File: config.mk
export PLATFORM = sky130hd
export DESIGN_NAME = jk_driver
export DESIGN_NICKNAME = d
export VERILOG_FILES = /design/src/rtl/jk_pkg.sv /design/src/rtl/jk_drv_fifo.sv /design/src/rtl/jk_driver.sv
export SDC_FILE = /design/constraint.sdc
export NUM_CORES = 1
export LEC_CHECK = 0
export ABC_CLOCK_PERIOD_IN_PS = 2800
export BUFFER_PORTS_ARGS = -buffer_cell sky130_fd_sc_hd__buf_2
export CAP_MARGIN = 25
export CORE_ASPECT_RATIO = 0.7
export CORE_MARGIN = 1
export CORE_UTILIZATION = 53
export CTS_CLUSTER_DIAMETER = 40
export DETAILED_ROUTE_END_ITERATION = 10
export PLACE_DENSITY = 0.74
export REMOVE_ABC_BUFFERS = 1
export SYNTH_ARGS = -nofsm -noshare
export SYNTH_HDL_FRONTEND = slang
export SYNTH_SLANG_ARGS = --single-unit
File: constraint.sdc
create_clock -name clk -period 2.8 [get_ports clk]
set_input_delay 0.14 -clock clk [delete_from_list [all_inputs] [get_ports clk]]
set_output_delay 0.14 -clock clk [all_outputs]
set_load 0.01 [all_outputs]
File: src/rtl/jk_pkg.sv
// Shared types and JK encodings for the JK flip-flop excitation driver.
package jk_pkg;

  typedef enum logic [1:0] {
    IDLE  = 2'd0,
    DRIVE = 2'd1,
    HOLD  = 2'd2
  } state_e;

  typedef struct packed {
    logic       tbit;
    logic [3:0] len;
  } entry_t;

  localparam logic [1:0] JK_HOLD = 2'b00;
  localparam logic [1:0] JK_RST  = 2'b01;
  localparam logic [1:0] JK_SET  = 2'b10;
  localparam logic [1:0] JK_TGL  = 2'b11;

  function automatic logic jk_next(input logic q, input logic [1:0] jk);
    logic r;
    r = q;
    unique case (jk)
      JK_HOLD: r = q;
      JK_RST:  r = 1'b0;
      JK_SET:  r = 1'b1;
      JK_TGL:  r = ~q;
    endcase
    return r;
  endfunction

endpackage

File: src/rtl/jk_drv_fifo.sv
// Target-entry FIFO for jk_driver; pointers wrap naturally at power-of-two DEPTH.
module jk_drv_fifo
  import jk_pkg::*;
#(
  parameter int DEPTH = 4
) (
  input  logic   clk,
  input  logic   rst_n,
  input  logic   push,
  input  entry_t push_data,
  input  logic   pop,
  output entry_t pop_data,
  output logic   full,
  output logic   empty
);

  localparam int AW = $clog2(DEPTH);

  entry_t        mem_q [DEPTH];
  logic [AW-1:0] wr_ptr_q, wr_ptr_d;
  logic [AW-1:0] rd_ptr_q, rd_ptr_d;
  logic [AW:0]   count_q, count_d;

  assign full     = (count_q == (AW+1)'(DEPTH));
  assign empty    = (count_q == '0);
  assign pop_data = mem_q[rd_ptr_q];

  always_comb begin
    wr_ptr_d = wr_ptr_q + AW'(push);
    rd_ptr_d = rd_ptr_q + AW'(pop);
    count_d  = count_q + (AW+1)'(push) - (AW+1)'(pop);
  end

  always_ff @(posedge clk or negedge rst_n) begin
    if (!rst_n) begin
      wr_ptr_q <= '0;
      rd_ptr_q <= '0;
      count_q  <= '0;
    end else begin
      wr_ptr_q <= wr_ptr_d;
      rd_ptr_q <= rd_ptr_d;
      count_q  <= count_d;
    end
  end

  always_ff @(posedge clk or negedge rst_n) begin
    if (!rst_n) begin
      for (int i = 0; i < DEPTH; i++) mem_q[i] <= '0;
    end else if (push) begin
      mem_q[wr_ptr_q] <= push_data;
    end
  end

endmodule

File: src/rtl/jk_driver.sv
// Drives j/k of a downstream JK flop through queued target states with hold times.
// Define JK_FB_CHECK_EN to add q_fb/err_clr inputs and a sticky fb_err output.
module jk_driver
  import jk_pkg::*;
#(
  parameter int   DEPTH  = 4,
  parameter logic DC_VAL = 1'b0
) (
  input  logic       clk,
  input  logic       rst_n,
  input  logic       tgt_valid,
  output logic       tgt_ready,
  input  logic       tgt_bit,
  input  logic [3:0] tgt_len,
  output logic       j,
  output logic       k,
  output logic       q_model,
  output logic       busy,
  output logic       done
`ifdef JK_FB_CHECK_EN
  ,
  input  logic       q_fb,
  input  logic       err_clr,
  output logic       fb_err
`endif
);

  state_e     state_q, state_d;
  entry_t     cur_q, cur_d;
  entry_t     head, in_ent;
  logic [3:0] cnt_q, cnt_d;
  logic       q_model_q, q_model_d;
  logic       push, pop, full, empty, fin;

  assign in_ent    = '{tbit: tgt_bit, len: tgt_len};
  assign push      = tgt_valid && !full;
  assign tgt_ready = !full;
  assign q_model   = q_model_q;
  assign busy      = (state_q != IDLE) || !empty;

  jk_drv_fifo #(
    .DEPTH(DEPTH)
  ) u_fifo (
    .clk      (clk),
    .rst_n    (rst_n),
    .push     (push),
    .push_data(in_ent),
    .pop      (pop),
    .pop_data (head),
    .full     (full),
    .empty    (empty)
  );

  always_comb begin
    state_d = state_q;
    cur_d   = cur_q;
    cnt_d   = cnt_q;
    pop     = 1'b0;
    done    = 1'b0;
    fin     = 1'b0;
    j       = 1'b0;
    k       = 1'b0;
    unique case (state_q)
      IDLE: begin
        if (!empty) begin
          pop     = 1'b1;
          cur_d   = head;
          state_d = DRIVE;
        end
      end
      DRIVE: begin
        unique case ({q_model_q, cur_q.tbit})
          2'b00: begin j = 1'b0;   k = DC_VAL; end
          2'b01: begin j = 1'b1;   k = DC_VAL; end
          2'b10: begin j = DC_VAL; k = 1'b1;   end
          2'b11: begin j = DC_VAL; k = 1'b0;   end
        endcase
        if (cur_q.len != 4'd0) begin
          state_d = HOLD;
          cnt_d   = cur_q.len;
        end else begin
          fin = 1'b1;
        end
      end
      HOLD: begin
        cnt_d = cnt_q - 4'd1;
        fin   = (cnt_q == 4'd1);
      end
      default: state_d = IDLE;
    endcase
    // Last cycle of an entry chains straight into the next one.
    if (fin) begin
      done = 1'b1;
      if (!empty) begin
        pop     = 1'b1;
        cur_d   = head;
        state_d = DRIVE;
      end else begin
        state_d = IDLE;
      end
    end
    q_model_d = jk_next(q_model_q, {j, k});
  end

  always_ff @(posedge clk or negedge rst_n) begin
    if (!rst_n) begin
      state_q   <= IDLE;
      cur_q     <= '0;
      cnt_q     <= '0;
      q_model_q <= 1'b0;
    end else begin
      state_q   <= state_d;
      cur_q     <= cur_d;
      cnt_q     <= cnt_d;
      q_model_q <= q_model_d;
    end
  end

`ifdef JK_FB_CHECK_EN
  logic fb_err_q, fb_err_d;

  assign fb_err = fb_err_q;

  always_comb begin
    fb_err_d = fb_err_q;
    if (err_clr)              fb_err_d = 1'b0;
    if (q_fb != q_model_q)    fb_err_d = 1'b1;
  end

  always_ff @(posedge clk or negedge rst_n) begin
    if (!rst_n) fb_err_q <= 1'b0;
    else        fb_err_q <= fb_err_d;
  end
`endif

endmodule
# ---- Word level (Yosys, flattened, before mapping)
# Cells that the tools add are included.
dict set report op_classes {
  addsub 5
  n_lt_le_gt_ge 3
  n_bitwise 3
  muxes 29
  n_reduce_logical 16
  n_eq_ne 14
}
# cell n
set op_table {}
lappend op_table {{5-bit two-way mux} 7}
lappend op_table {{20-bit bitwise mux} 1}
lappend op_table {{5-bit binary-select mux with 2-bit select} 1}
lappend op_table {{5-bit demux with 2-bit select} 1}
lappend op_table {{2-bit equality test, second input constant} 5}
lappend op_table {{1-bit two-way mux} 9}
lappend op_table {{4-bit case mux with 2 select lines} 1}
lappend op_table {{2-bit by 1-bit equality test with 1-bit output, second input constant} 3}
lappend op_table {{3-bit >= comparator, second input constant} 2}
lappend op_table {{2-bit logical NOT} 3}
lappend op_table {{2-bit two-way mux} 3}
lappend op_table {{3-bit inequality test, second input constant} 2}
lappend op_table {{2-bit inverter with 3-bit output} 2}
lappend op_table {{1-bit case mux with 2 select lines} 3}
lappend op_table {{2-bit case mux with 3 select lines} 1}
lappend op_table {{3-bit OR reduction} 2}
lappend op_table {{2-bit by 1-bit adder with 2-bit output} 2}
lappend op_table {{4-bit by 1-bit equality test with 1-bit output, second input constant} 1}
lappend op_table {{4-bit two-way mux} 1}
lappend op_table {{2-bit inequality test, second input constant} 2}
lappend op_table {{2-bit nonzero test} 2}
lappend op_table {{4-bit nonzero test} 1}
lappend op_table {{4-bit by 1-bit subtractor with 4-bit output, second input constant} 1}
lappend op_table {{3-bit by 1-bit adder with 3-bit output} 1}
lappend op_table {{other kinds (11)} 13}
dict set report word_totals {
  reg_bits 39
  elab_cells 86
  out_inout_bits 6
  input_bits 8
}

# ---- Longest topological paths before layout
dict set report depth {
  depth_word 8
  mapped_depth 13
  ltp_nobuf 12
}

# ---- Cells and area by module
# From an unflattened synthesis, not the netlist that was laid out.
dict set report unflattened {
  hier_cells 144
  area_unflattened_um2 1915.6
}
# mod cells_each seq_area_each_um2 n_inst area_each_um2
set modules_own_cells {}
lappend modules_own_cells {jk_drv_fifo 73 675.6 1 1193.6}
lappend modules_own_cells {jk_driver 71 300.3 1 721.9}

# ---- Worst setup path after synthesis
# Ideal clock, no wire load.
dict set report synth_timing {
  kind {register to register}
  start {register state_q[0]}
  end {register u_fifo.count_q[2]}
  period_less_slack_ns 2.745
  n_path_buf 1
  required_ns 2.677
  slack_ns 0.055
  t_arrival_ns 2.623
  path_stages_with_launch 14
  setup_ns 0.123
  cell_sequence {dfrtp_1 -> inv_1 -> ha_1 -> and3b_1 -> a22o_1 -> o21ba_2 -> buf_2 -> ha_1 -> inv_1 -> ha_1 -> inv_1 -> fa_1 -> xnor2_1 -> xnor2_1}
}
dict set report synth_between {
  elab_chain_cells 5
  elab_cells_between_ends 8
  cone_classes {1 x add/sub; 2 x eq/ne; 4 x mux; 1 x reduce/logical}
}
# element line_no
set synth_rtl {}
lappend synth_rtl {{start, declared} jk_driver.sv:28} ;# state_e state_q, state_d;
lappend synth_rtl {{start signal, assigned} jk_driver.sv:112} ;# state_q <= state_d;
lappend synth_rtl {{2-bit logical NOT} jk_driver.sv:63} ;# unique case (state_q)
lappend synth_rtl {{1-bit two-way mux} jk_driver.sv:63}
lappend synth_rtl {{1-bit two-way mux} jk_driver.sv:94} ;# if (!empty) begin
lappend synth_rtl {{1-bit two-way mux *} jk_driver.sv:92} ;# if (fin) begin
lappend synth_rtl {{3-bit by 1-bit subtractor with 3-bit output *} jk_drv_fifo.sv:31} ;# count_d = count_q + (AW+1)'(push) - (AW+1)'(pop);
lappend synth_rtl {{via u_fifo.count_d[2]} jk_drv_fifo.sv:22} ;# logic [AW:0] count_q, count_d;
lappend synth_rtl {{end signal, assigned} jk_drv_fifo.sv:42} ;# count_q <= count_d;
lappend synth_rtl {{end, declared} jk_drv_fifo.sv:22}
# Mark *: on every way through the listed nets, which the timed path passes. The rest lies on a longest branch.
# A chain may end at the register's enable or synchronous reset.

# ---- Final worst setup path
# Same ends and word-level chain as after synthesis.

==> flow_metrics.env <==
export IMPL_synthesis_area_um2=1910
export IMPL_postLayoutCoreUtil=0.646
export IMPL_hold_violations=0
export IMPL_io_buffers=13
export IMPL_die_h_um=52.3
export IMPL_die_x_um=73.8
export IMPL_clkTransAtPathRegs_ns=0.07
export IMPL_ys_warnings_count=0
export IMPL_start_kind="flop"
export IMPL_fin_nets=178
export IMPL_fin_area_um2=2130
export IMPL_hold_class="primary input to flop"
export IMPL_rows=17
export IMPL_numClockSinks=39
export IMPL_cts_root_buf="clkbuf_8"
export IMPL_syn2layout_area_growth_pct=11.2
export IMPL_max_freq_mhz=377
export IMPL_grt_max_degree=40
export IMPL_clk_path_buf_depth=2
export IMPL_drv_slew=0
export IMPL_nFillCells=244
export IMPL_max_stage_delay_ns=0.41
export IMPL_core_um2=3300
export IMPL_grt_pass1_wl_mm=5.71
export IMPL_drc=0
export IMPL_status="completed"
export IMPL_synth_seq_cells=39
export IMPL_ir_drop_v=0.000645
export IMPL_leakage_nw=0.964
export IMPL_antenna_left=0
export IMPL_wl_per_cell_um=15.4
export IMPL_ios=14
export IMPL_critPathArrivalTime_ns=2.87
export IMPL_report_power_total_mw=2.68
export IMPL_reg2reg_depth=12
export IMPL_antenna_cells=0
export IMPL_dp_hpwl_mm=2.37
export IMPL_die_area_um2=3860
export IMPL_synthMuxAreaShare=0.221
export IMPL_worstSetupPathDepth=12
export IMPL_grt_antenna_before_repair=0
export IMPL_cts_made_buffers=5
export IMPL_gp_congestion=0.800
export IMPL_tightest_slew_ns=0.830
export IMPL_yosys_cell_types_count=36
export IMPL_syn_area_per_cell_um2=13.6
export IMPL_drive_above_1_share=0.350
export IMPL_syn_inst=141
export IMPL_critPathTopFamily="adder cells"
export IMPL_synthAdderAreaFrac=0.0759
export IMPL_seq_area_frac_synth=0.510
export IMPL_initial_core_util=0.580
export IMPL_crit_chain="inv_2, ha_4, and3b_1, a22o_1, o21ba_2, ha_1, inv_1, ha_1, inv_1, fa_1, xnor2_1, xnor2_1"
export IMPL_cp_required_ns=3.01
export IMPL_path_buf_inv=3
export IMPL_dr_total_vias=1104
export IMPL_holdWs_ns=0.121
export IMPL_dpl_cell_area_um2=2020
export IMPL_maxCapViolCount=0
export IMPL_relSlewSlack=0.447
export IMPL_clk_latency_ns=0.28
export IMPL_finalSetupViolCount=0
export IMPL_grtUsageTotal=0.210
export IMPL_synth_compound_area_frac=0.0530
export IMPL_drt_pass1_iterations=4
export IMPL_cp_slowest_cell="dfrtp_1"
export IMPL_cp_max_fo=4
export IMPL_path_class="flop to flop"
export IMPL_wl_mm=3.20
export IMPL_grt_pass1_vias=1208
export IMPL_first_iter_violations=40
export IMPL_finClkSkew_ns=0.00220
export IMPL_viasPerCell=5.33
export IMPL_synthXorXnorAreaFrac=0.0183
export IMPL_finalCriticalPeriod_ns=2.66
export IMPL_cts_tree="done"
export IMPL_synthSimpleGateAreaFrac=0.0876
export IMPL_power_per_cell_area_nw_per_um2=1260
export IMPL_hold_path_depth=2
export IMPL_h_tree_depth=2
export IMPL_period_share=0.949
export IMPL_gr_total_overflow=0
export IMPL_cp_end_kind="flop"
export IMPL_synth_top_family_by_area="multiplexers"
## layer usage
metal / global-route usage / part of all wire / vias to the layer above / wire length [um]
met2: 0.344 / 0.48 / 17 / 1520
li1: - / - / 533 / -
met3: 0.0712 / 0.035 / 0 / 112
met1: 0.270 / 0.49 / 554 / 1560
met5: 0 / 0 / - / 0
met4: 0.0481 / 0 / 0 / 0
## worst reg2reg max path: cells and delay by family, from the launching register on
| family | cells | cell delay (ns) |
|---|---|---|
| fa+ha+maj | 4 | 0.99 |
| xor+xnor | 2 | 0.34 |
| simple gates | 1 | 0.18 |
| compound gates | 2 | 0.46 |
| buf+inv | 3 | 0.22 |
| flops | 1 | 0.41 |
## cell usage in the layout (no fill, tap or decap), types with 2 or more instances in the layout
master,count
a22o_1,2
buf_2,13
buf_4,2
clkbuf_1,2
clkbuf_8,5
dfrtp_1,39
ha_1,9
inv_1,8
inv_2,2
mux2_2,20
mux2_4,5
mux4_2,5
nand2_1,6
nand3_1,3
nand3b_1,3
nor2_1,3
nor2b_1,2
nor3_1,2
nor3b_1,2
o21ai_0,5
xnor2_1,2
xor2_1,2
## report_power, final
part	switching, mW	leakage (nW)	total [mW]	internal (mW)
combinational	0.498	0.458	1.21	0.708
clock	0.182	0.0422	0.357	0.175
sequential	0.246	0.464	1.12	0.871
## synthesized netlist by cell type, drive strengths merged
master,count,area share
a21bo,1,0.0052
a21oi,1,0.0026
a221o,1,0.0052
a221oi,1,0.0046
a22o,2,0.0092
a31oi,1,0.0033
and2,1,0.0033
and3b,1,0.0046
buf,3,0.010
clkbuf,2,0.0039
dfrtp,39,0.51
fa,1,0.010
ha,10,0.065
inv,10,0.020
mux2,25,0.16
mux2i,1,0.0052
mux4,5,0.059
nand2,6,0.012
nand3,3,0.0078
nand3b,3,0.012
nor2,3,0.0059
nor2b,2,0.0065
nor3,2,0.0052
nor3b,3,0.018
nor4bb,1,0.0052
o21ai,5,0.013
o21ba,1,0.0052
o22a,1,0.0046
or3,1,0.0033
or3b,1,0.0046
xnor2,2,0.0092
xor2,2,0.0092
## final timing paths
path	start	endpoint	slack [ns]
hold reg to reg	u_fifo.count_q[2]	u_fifo.count_q[2]	0.50
setup / recovery	state_q[0]	u_fifo.count_q[2]	0.14
hold / removal	tgt_bit	u_fifo.mem_q[19]	0.12
max in group asynchronous	rst_n	u_fifo.mem_q[1]	1.77
min in group asynchronous	rst_n	u_fifo.count_q[1]	0.51
setup reg to reg	state_q[0]	u_fifo.count_q[2]	0.14
## layout make-up
type / instances / area (um^2) / share of cell area
timing repair buffer: 16 / 90.1 / 0.0423
tap: 47 / 58.8 / 0.0276
inverter: 10 / 37.5 / 0.0176
clock inverter: 1 / 5.00 / 0.00235
sequential: 39 / 976 / 0.459
multi-input combinational: 87 / 885 / 0.416
clock buffer: 7 / 76.3 / 0.0359
## logic make-up after synthesis
| logic type | count (synthesis) |
|---|---|
| flip-flops | 39 |
| multiplexers | 31 |
| AND/OR/NAND/NOR | 27 |
| buffers and inverters | 15 |
| AO/OA/AOI/OAI | 14 |
| adder cells (fa/ha/maj) | 11 |
| XOR/XNOR | 4 |
## registers in the layout, indices dropped and copies added, names as in the netlist
| name | flops |
|---|---|
| state_q | 2 |
| cnt_q | 4 |
| u_fifo.count_q | 3 |
| u_fifo.mem_q | 20 |
| u_fifo.wr_ptr_q | 2 |
| u_fifo.rd_ptr_q | 2 |
| cur_q | 5 |
| q_model | 1 |
## per-stage QoR
stage	std cells	worst slack (ns)	setup TNS, ns
floorplan	136	0.116	0
detailed placement	198	0.0723	0
CTS	207	0.0590	0
finish	207	0.144	0
global placement	198	0.202	0
global route	207	-0.0146	-0.0146
## timing repair
action,CTS,global route
setup buffers,0,0
resized for setup,0,3
hold buffers,1,0
endpoints found under the setup margin,0,1
hold endpoints to repair,39,0
Power figures use the tool's default switching activity.
